<file path="config.mk">
export PLATFORM = sky130hd
export DESIGN_NAME = instr_issue_queue
export DESIGN_NICKNAME = d
export VERILOG_FILES = /design/src/rtl/instr_issue_queue.sv
export SDC_FILE = /design/constraint.sdc
export NUM_CORES = 1
export LEC_CHECK = 0
export CORE_MARGIN = 1
export CORE_UTILIZATION = 60
export CTS_CLUSTER_SIZE = 16
export DETAILED_ROUTE_END_ITERATION = 10
export PLACE_DENSITY = 0.89
export SLEW_MARGIN = 20
export SYNTH_ARGS = -nofsm -noshare
export SYNTH_HDL_FRONTEND = slang
export SYNTH_SLANG_ARGS = --single-unit
export TNS_END_PERCENT = 50
</file>
<file path="constraint.sdc">
create_clock -name clk -period 6.35 [get_ports clk]
set_clock_uncertainty 0.1 [all_clocks]
set_input_delay 0.635 -clock clk [delete_from_list [all_inputs] [get_ports clk]]
set_output_delay 0.635 -clock clk [all_outputs]
set_load 0.1 [all_outputs]
</file>
<file path="src/rtl/instr_issue_queue.sv">
// Instruction issue queue: FIFO-buffered host instructions issued one at a time to the array,
// with a completion handshake and watchdog. Optional macro OPCODE_FILTER_EN drops NOP pushes.
module instr_issue_queue #(
    parameter int DEPTH   = 8,
    parameter int TIMEOUT = 1023
) (
    input  logic                     clk,
    input  logic                     reset,
    input  logic                     flush,
    input  logic                     in_valid,
    input  logic [31:0]              in_instr,
    output logic                     in_ready,
    input  logic                     array_busy,
    input  logic                     array_done,
    output logic [31:0]              issue_instr,
    output logic                     start,
    output logic [$clog2(DEPTH):0]   count,
    output logic                     timeout_err,
    output logic [7:0]               drop_cnt
);

    localparam int AW = $clog2(DEPTH);
    localparam int CW = AW + 1;
    localparam int WW = $clog2(TIMEOUT + 1);
    // Fires on the edge where the watchdog would reach TIMEOUT cycles since start
    localparam logic [WW-1:0] WD_LAST = WW'(TIMEOUT - 1);

    typedef enum logic {
        S_IDLE,
        S_WAIT
    } state_t;

    state_t        state;
    logic [31:0]   mem [DEPTH];
    logic [AW-1:0] wr_ptr;
    logic [AW-1:0] rd_ptr;
    logic [WW-1:0] wdog;
    logic          full;
    logic          empty;
    logic          is_nop;
    logic          push;
    logic          pop;

    assign full     = (count == CW'(DEPTH));
    assign empty    = (count == '0);
    assign in_ready = ~full;

`ifdef OPCODE_FILTER_EN
    assign is_nop = (in_instr[31:26] == 6'b000000);
`else
    assign is_nop = 1'b0;
`endif

    assign push = in_valid & in_ready & ~flush & ~is_nop;
    assign pop  = (state == S_IDLE) & ~empty & ~array_busy & ~flush;

    always_ff @(posedge clk) begin
        if (push) begin
            mem[wr_ptr] <= in_instr;
        end
    end

    always_ff @(posedge clk) begin
        if (!reset) begin
            count       <= '0;
            wr_ptr      <= '0;
            rd_ptr      <= '0;
            state       <= S_IDLE;
            start       <= 1'b0;
            issue_instr <= '0;
            timeout_err <= 1'b0;
            wdog        <= '0;
        end else if (flush) begin
            count       <= '0;
            wr_ptr      <= '0;
            rd_ptr      <= '0;
            state       <= S_IDLE;
            start       <= 1'b0;
            timeout_err <= 1'b0;
        end else begin
            if (push) begin
                wr_ptr <= wr_ptr + AW'(1);
            end
            if (pop) begin
                rd_ptr <= rd_ptr + AW'(1);
            end
            if (push && !pop) begin
                count <= count + CW'(1);
            end else if (!push && pop) begin
                count <= count - CW'(1);
            end

            case (state)
                S_IDLE: begin
                    if (pop) begin
                        issue_instr <= mem[rd_ptr];
                        start       <= 1'b1;
                        wdog        <= '0;
                        state       <= S_WAIT;
                    end else begin
                        start <= 1'b0;
                    end
                end
                S_WAIT: begin
                    start <= 1'b0;
                    if (array_done) begin
                        state <= S_IDLE;
                    end else if (wdog == WD_LAST) begin
                        timeout_err <= 1'b1;
                        state       <= S_IDLE;
                    end else begin
                        wdog <= wdog + WW'(1);
                    end
                end
                default: begin
                    start <= 1'b0;
                    state <= S_IDLE;
                end
            endcase
        end
    end

`ifdef OPCODE_FILTER_EN
    always_ff @(posedge clk) begin
        if (!reset) begin
            drop_cnt <= '0;
        end else if (in_valid && in_ready && !flush && is_nop && drop_cnt != 8'hFF) begin
            drop_cnt <= drop_cnt + 8'd1;
        end
    end
`else
    assign drop_cnt = '0;
`endif

endmodule

</file>
# Word level (Yosys, flattened, before mapping)
# Memories as Yosys holds them, arrays and structs flattened. A register that Yosys moved wholly into a read port is not among the register bits.
# Cells that the tools add are included.
# op_classes
n_addsub	5
n_eq_ne	5
reduce_logical	11
mux	13
n_bitwise	12
# ops
cell	count
$mux W10	3
$pmux W10 S2	1
$add A10 B1 Y10 const B	1
$eq A10 B10 Y1 const B	1
$mux W4	2
$not A1 Y1	7
$add A3 B1 Y3 const B	2
$ne A2 B2 Y1 const B	3
$reduce_and A3 Y1	2
$and A1 B1 Y1	5
$mux W1	5
$add A4 B1 Y4 const B	1
$eq A4 B4 Y1 const B	1
$logic_not A4 Y1	1
$pmux W1 S2	2
$reduce_and A4 Y1	1
$sub A4 B1 Y4 const B	1
$logic_not A1 Y1	3
$logic_and A1 B1 Y1	2
$reduce_bool A2 Y1	1
$reduce_or A2 Y1	1
# word_totals
n_memories	1
ram_bits	256
out_inout_bits	47
regBits	23
word_cells	54
inputBits	38
# memory_table
name	depth	word_bits	read_ports	rd_ports_with_merged_regs	wr	line	text
mem	8	32	1	1	1	34	logic [31:0] mem [DEPTH];

# Depth between registers and ports, before layout
# Gate-level depths: netlist of run 1.
# depth
depth_word	8
mapped_depth	13
ltp_nobuf	10

# Worst setup path after synthesis of run 1
# No wires, ideal clock.
# synth_timing
kind	register -> register
start	register count[0]
end	memory mem[0][0], enable pin
path_stages_with_launch	5
required_time_ns	5.789
path_buffers	0
arrival_ns	3.974
path_slack_ns	1.815
setup_ns	0.461
period_less_slack_ns	4.535
path_cell_list	dfxtp_1 > nor4b_1 > nor3_1 > nand2b_1 > nor3_1
# synth_between
elab_chain_len	6
# synth_rtl
item	line	text
from (decl)	17	output logic [$clog2(DEPTH):0] count,
from (signal assigned)	88	count <= count + CW'(1);
from (signal assigned)	90	count <= count - CW'(1);
$eq A4 B4 Y1	44	assign full = (count == CW'(DEPTH));
$not A1 Y1	46	assign in_ready = ~full;
$and A1 B1 Y1 (2 in a row)	54	assign push = in_valid & in_ready & ~flush & ~is_nop;
via push	41	logic push;
$mux W1	58	if (push) begin
$mux W1 (not written as such)	59	mem[wr_ptr] <= in_instr;
to (decl)	34	
# The timed path passes the listed nets, and every way through them passes these cells.

# Final worst setup path of run 1
# layout_timing
start	input flush
end	register count[3]
# layout_between
elab_chain_len	5
word_cells_on_any_way	10
cone_classes	mux: 1; bitwise: 3; reduce/logical: 6
# layout_rtl
item	line	text
from (decl)	9	input logic flush,
$not A1 Y1 (no source line)	--	
$and A1 B1 Y1, on equally long branches	55, 54	
$logic_not A1 Y1, on equally long branches	87, 89	
$logic_and A1 B1 Y1, on equally long branches	87, 89	
$mux W4 / $reduce_bool A2 Y1 (equally long branches)	--	
# Several ways; a longest one is shown, not always the timed one.
# A chain may end at the register's enable or synchronous reset.

==> flow_summary.json, run 1 <==
{
  "synth_ff_type": "edfxtp_1",
  "synthTopCellsByCount": "edfxtp_1, mux4_2, dfxtp_1, a21oi_1",
  "clk_pin_slew_ns": 0.07,
  "antenna_found_initial": 0,
  "grt_max_degree": 69,
  "grt.total_usage": 0.252,
  "hold_viol": 0,
  "post-route-period-util": 0.547,
  "min_period_ns": 3.47,
  "globalplace.congestion": 0.821,
  "hold_path_class": "flop to flop",
  "r2r_slack_ns": 3.05,
  "synth_top_area_frac": 0.643,
  "final_cell_area_sq_um": 14000,
  "ys_ff_latch": 311,
  "die_h_um": 143,
  "synth-edff-count": 256,
  "viasPerCell": 6.19,
  "rsz0062_at_grt": "no",
  "layout-area-overhead-vs-synth_pct": 17.4,
  "placed_area_sq_um": 12900,
  "hpwlAfterDp_um": 13200,
  "grt_first_pass_wirelength_um": 37700,
  "port_buffers": 76,
  "rr_worst_depth": 10,
  "holdPathEnd": "timeout_err",
  "tns_ns": 0,
  "clock-sinks": 311,
  "ys_types": 46,
  "worstSetupEndpointType": "flop",
  "cts_made_buffers": 29,
  "fp.dieArea_sq_um": 20500,
  "slew_violations": 0,
  "layout.nets": 773,
  "grt-ovfl-total": 0,
  "ys_async_sr_fraction": 0,
  "cp.arrival_ns": 3.81,
  "synth_area_leaders": "edfxtp_1, mux4_2, dfxtp_1, mux2i_1, a21oi_1",
  "rows": 51,
  "grt_pass1_vias": 6700,
  "io_pins": 85,
  "ys_warn_count": 0,
  "num-fill-cells": 1149,
  "postCtsSetupBuffers": 0,
  "worst_pin_slew_ns": 1.09,
  "antenna_cells": 0,
  "max_freq_ghz": 0.288,
  "reg2reg_to": "count[3]",
  "worstPathMaxFanout": 68,
  "clk_latency_ns": 0.54,
  "htreeDepth": 1,
  "fp.dieW_um": 143,
  "syn_inst": 648,
  "wl_um": 24800,
  "holdCritStartpoint": "timeout_err",
  "irDropWorstVdd_mv": 0.270,
  "cts_resized": 0,
  "syn_area_per_cell_sq_um": 18.4,
  "hold_path_depth": 2,
  "required_ns": 6.68,
  "drc_errors": 0,
  "reg2reg_from": "state",
  "startpoint_type": "primary input",
  "yosys.area.top_type": "edfxtp_1",
  "cts_hold_buf": 0,
  "ant_nets": 0,
  "wire_per_inst_um": 24.5,
  "maxSlewHeadroom": 0.269,
  "clockBufferDepth": 3,
  "crit_type": "primary input to flop",
  "initial_core_util": 0.612,
  "drt_first_pass_iters": 5,
  "drive_gt1_frac": 0.184,
  "setup_violations": 0,
  "status": "completed",
  "syn_area_sq_um": 12000,
  "core_sq_um": 19500,
  "cellPowerDensity_nw_per_um2": 315,
  "yosys.cell_count.top_type": "edfxtp_1",
  "ys_seq_area_frac": 0.735,
  "cap_violations": 0,
  "cts_tree": "yes",
  "vias": 6285,
  "p_leak_nw": 4.37,
  "drt_iter0_markers": 461,
  "cts.root.buffer_cell": "clkbuf_16"
}
==> metrics by stage <==
step / util / std cells / worst slack [ns] / power, W / hold WS (ns)
floorplan: - / 655 / 1.82 / 0.00251 / 0.367
global placement: 0.663 / 959 / 2.21 / 0.00259 / 0.354
detailed placement: 0.663 / 959 / 2.02 / 0.00260 / 0.359
CTS: 0.717 / 1013 / 2.57 / 0.00444 / 0.376
global route: 0.719 / 1015 / 2.73 / 0.00453 / 0.433
finish: 0.719 / 1015 / 2.88 / 0.00443 / 0.379
==> per-layer routing <==
metal / track usage / vias to the layer above / part of all wire
met5: 0 / - / 0
met4: 0.0928 / 0 / 0.027
met3: 0.0362 / 50 / 0.063
met2: 0.436 / 256 / 0.52
met1: 0.327 / 3233 / 0.39
li1: - / 2746 / -
==> cell families after synthesis <==
family	count (synthesis)	synth area share
DFF	311	0.735
muxes	101	0.152
AOI/OAI and AO/OA	97	0.0468
and+or+nand+nor	71	0.0304
buffers and inverters	54	0.0231
adders and majority gates	8	0.00900
xor gates and xnor gates	5	0.00366
other	1	0.000314
==> area by class of cell <==
class	count	area, sq um	area share
clock buffer	32	757	0.0539
inverter	11	41.3	0.00294
timing repair buffer	84	846	0.0603
tap	265	332	0.0236
clock inverter	22	285	0.0203
sequential	311	8800	0.627
multi-input combinational	290	2980	0.212
==> flip-flops by register name, summed over array words and instances, names as in the netlist <==
signal       cells
wdog            10
rd_ptr           3
start            1
mem            256
state            1
timeout_err      1
wr_ptr           3
count            4
issue_instr     32
==> worst max path at each step <==
stage          startpoint         to  slack [ns]  depth (start not counted)
6_report            flush   count[3]        2.88                         11
2_1_floorplan    count[0]  mem[0][0]        1.82                          4
3_3_place_gp        flush   count[3]        2.21                         11
4_1_cts             flush   count[3]        2.57                         11
3_5_place_dp        flush   count[3]        2.02                         11
5_1_grt             flush   count[3]        2.73                         11
==> worst max-delay path, cell delays in order <==
cell	delay, ns
clkdlybuf4s50_1	0.55
nor2_1	0.20
and3_4	0.69
inv_1	0.14
ha_1	0.24
inv_1	0.14
ha_1	0.25
a21o_1	0.17
a21oi_1	0.18
mux2i_1	0.23
mux2_2	0.35
==> report_power, final <==
part           switching (W)  internal, W
logic               0.000224    0.0000886
clock network       0.000754      0.00111
registers          0.0000170      0.00223
==> placed cells by master (no fill, tap or decap), drive strengths merged, types with 2 or more instances in the layout <==
| cell type | netlist | final |
|---|---|---|
| nor2 | 26 | 26 |
| clkbuf | 19 | 32 |
| buf | 24 | 8 |
| o21a | 2 | 2 |
| a311oi | 6 | 6 |
| nand4 | 5 | 5 |
| nand3 | 2 | 2 |
| mux2i | 36 | 36 |
| edfxtp | 256 | 256 |
| nand2b | 7 | 7 |
| a31oi | 5 | 5 |
| inv | 10 | 13 |
| a21o | 2 | 2 |
| or4 | 2 | 2 |
| conb | 1 | 8 |
| nand2 | 12 | 12 |
| bufinv | 0 | 6 |
| a21oi | 39 | 39 |
| xor2 | 2 | 2 |
| xnor2 | 3 | 3 |
| and4 | 2 | 2 |
| clkdlybuf4s50 | 0 | 76 |
| o41a | 2 | 2 |
| nor4b | 2 | 2 |
| dfxtp | 55 | 55 |
| nor2b | 2 | 2 |
| ha | 7 | 7 |
| mux4 | 64 | 64 |
| nor3 | 5 | 5 |
| clkinv | 1 | 12 |
| o21ai | 36 | 36 |
| clkinvlp | 0 | 2 |
(Power assumes the default switching activity.)
==> inputs of run 2 (changes only) <==
--- a/config.mk
+++ b/config.mk
@@ -6,10 +6,10 @@
 export NUM_CORES = 1
 export LEC_CHECK = 0
 export CORE_MARGIN = 1
-export CORE_UTILIZATION = 60
+export CORE_UTILIZATION = 53
 export CTS_CLUSTER_SIZE = 16
 export DETAILED_ROUTE_END_ITERATION = 10
-export PLACE_DENSITY = 0.89
+export PLACE_DENSITY = 0.84
 export SLEW_MARGIN = 20
 export SYNTH_ARGS = -nofsm -noshare
 export SYNTH_HDL_FRONTEND = slang
==> constraint.sdc (replaced) <==
create_clock -name clk -period 2.8 [get_ports clk]
set_clock_uncertainty 0.1 [all_clocks]
set_input_delay 0.28 -clock clk [delete_from_list [all_inputs] [get_ports clk]]
set_output_delay 0.28 -clock clk [all_outputs]
set_load 0.1 [all_outputs]
==> flow_summary.json, run 2 (synthesized netlist as in run 1, its figures left out) <==
{
  "postCtsSetupBuffers": 0,
  "port_buffers": 76,
  "wire_per_inst_um": 23.2,
  "met3_length_um": 1900,
  "core_sq_um": 22000,
  "cts_made_buffers": 30,
  "final_cell_mix": "edfxtp_1, mux4_2, buf_4",
  "worstPathMaxFanout": 6,
  "wirelength_met1_um": 10100,
  "grt-ovfl-total": 0,
  "final_util": 0.644,
  "irDropWorstVdd_mv": 0.534,
  "wl_um": 24500,
  "io_pins": 85,
  "die_h_um": 152,
  "p_leak_nw": 4.51,
  "htreeDepth": 1,
  "cp.arrival_ns": 2.95,
  "grt_pass1_vias": 6627,
  "grt_max_degree": 68,
  "clk_pin_slew_ns": 0.06,
  "dp.cells": 1001,
  "worst_pin_slew_ns": 0.675,
  "cap_violations": 0,
  "crit_type": "flop to flop",
  "startpoint_type": "flop",
  "clock-sinks": 311,
  "drive_gt1_frac": 0.257,
  "final_common_cell": "edfxtp_1",
  "setup_violations": 0,
  "cts_resized": 0,
  "num-fill-cells": 1402,
  "worstSetupEndpointType": "flop",
  "required_ns": 3.12,
  "fin_total_pwr_w": 0.00946,
  "worst_hold_slack_ns": 0.366,
  "cts_hold_buf": 0,
  "rows": 54,
  "slew_violations": 0,
  "top_regs": "mem: 256 flops, issue_instr: 32 flops, wdog: 10 flops",
  "hold_path_class": "primary input to flop",
  "viasPerCell": 6.02,
  "rsz0062_at_grt": "no",
  "largest_register_ffs": 256,
  "min_period_ns": 2.63,
  "layout-area-overhead-vs-synth_pct": 18.2,
  "clockBufferDepth": 3,
  "violations": "design-rule violations",
  "vias": 6364,
  "initial_core_util": 0.544,
  "maxUsedRoutingLayer": "met4",
  "grt_first_pass_wirelength_um": 38200,
  "final_cell_count_no_fill": 1057,
  "top_register": "mem",
  "hold_viol": 0,
  "ant_nets": 0,
  "layout.nets": 799,
  "drt_first_pass_iters": 10,
  "fp.dieW_um": 152,
  "max_freq_ghz": 0.380,
  "cts.root.buffer_cell": "clkbuf_16",
  "post-route-period-util": 0.940,
  "maxSlewHeadroom": 0.550,
  "antenna_cells": 0,
  "grt.total_usage": 0.218,
  "cellPowerDensity_nw_per_um2": 669,
  "clk_latency_ns": 0.58,
  "globalplace.congestion": 0.818,
  "fp.dieArea_sq_um": 23200,
  "hpwlAfterDp_um": 15700,
  "status": "finished with violations",
  "antenna_found_initial": 0,
  "cts_tree": "yes",
  "drc_errors": 6,
  "drt_iter0_markers": 594,
  "wl_met2_um": 12000
}
-- run 2: cell count changes in the layout (fill, tap and decap cells not counted), sizes merged --
cell,before,now
inv,13,10
clkinv,12,11
bufinv,6,0
buf,8,72
clkbuf,32,44
clkdlybuf4s50,76,37
-- run 2: area by class of cell --
class	count	area, sq um	share of cell area
flip-flops and latches	311	8810	0.623
repair buffers	109	1010	0.0715
multi-input cells	290	3020	0.214
inverters	11	46.3	0.00328
well taps	280	350	0.0248
clock inverters	12	86.3	0.00611
clock buffers	44	813	0.0575
-- run 2: final timing paths --
kind                startpoint     endpoint  slack [ns]  cells after the start
setup reg to reg      count[1]     count[3]        0.17                     10
hold reg to reg    timeout_err  timeout_err        0.38                      2
hold / removal    in_instr[19]   mem[5][19]        0.37                      1
setup / recovery      count[1]     count[3]        0.17                     10
-- run 2: where the power goes --
group	switching, W	total [W]	leakage, nW	internal [W]
combinational	0.000515	0.000717	1.32	0.000202
sequential	0.0000362	0.00510	2.76	0.00507
clock	0.00162	0.00364	0.432	0.00202
total	0.00217	0.00946	4.51	0.00729
-- run 2: worst max-delay path: stages (launching register included) --
cell,delay [ns]
dfxtp_4,0.37
or4_4,0.55
and3_4,0.19
inv_4,0.06
ha_4,0.13
inv_4,0.05
ha_4,0.21
a21o_1,0.16
a21oi_2,0.14
mux2i_1,0.21
mux2_2,0.35
-- run 2: stage by stage --
stage          TNS [ns]  worst slack (ns)  cell area, sq um
5_1_grt               0            0.0780             14100
6_report              0             0.169             14100
3_5_place_dp    -0.0347           -0.0347             13200
2_1_floorplan     -6.67           -0.0521             12100
4_1_cts               0             0.163             14100
3_3_place_gp          0           0.00498             13200
-- run 2: routing by layer --
layer | up-vias | track usage
met5 | - | 0
met4 | 0 | 0.0544
met3 | 44 | 0.0398
met2 | 296 | 0.359
met1 | 3233 | 0.306
li1 | 2791 | -
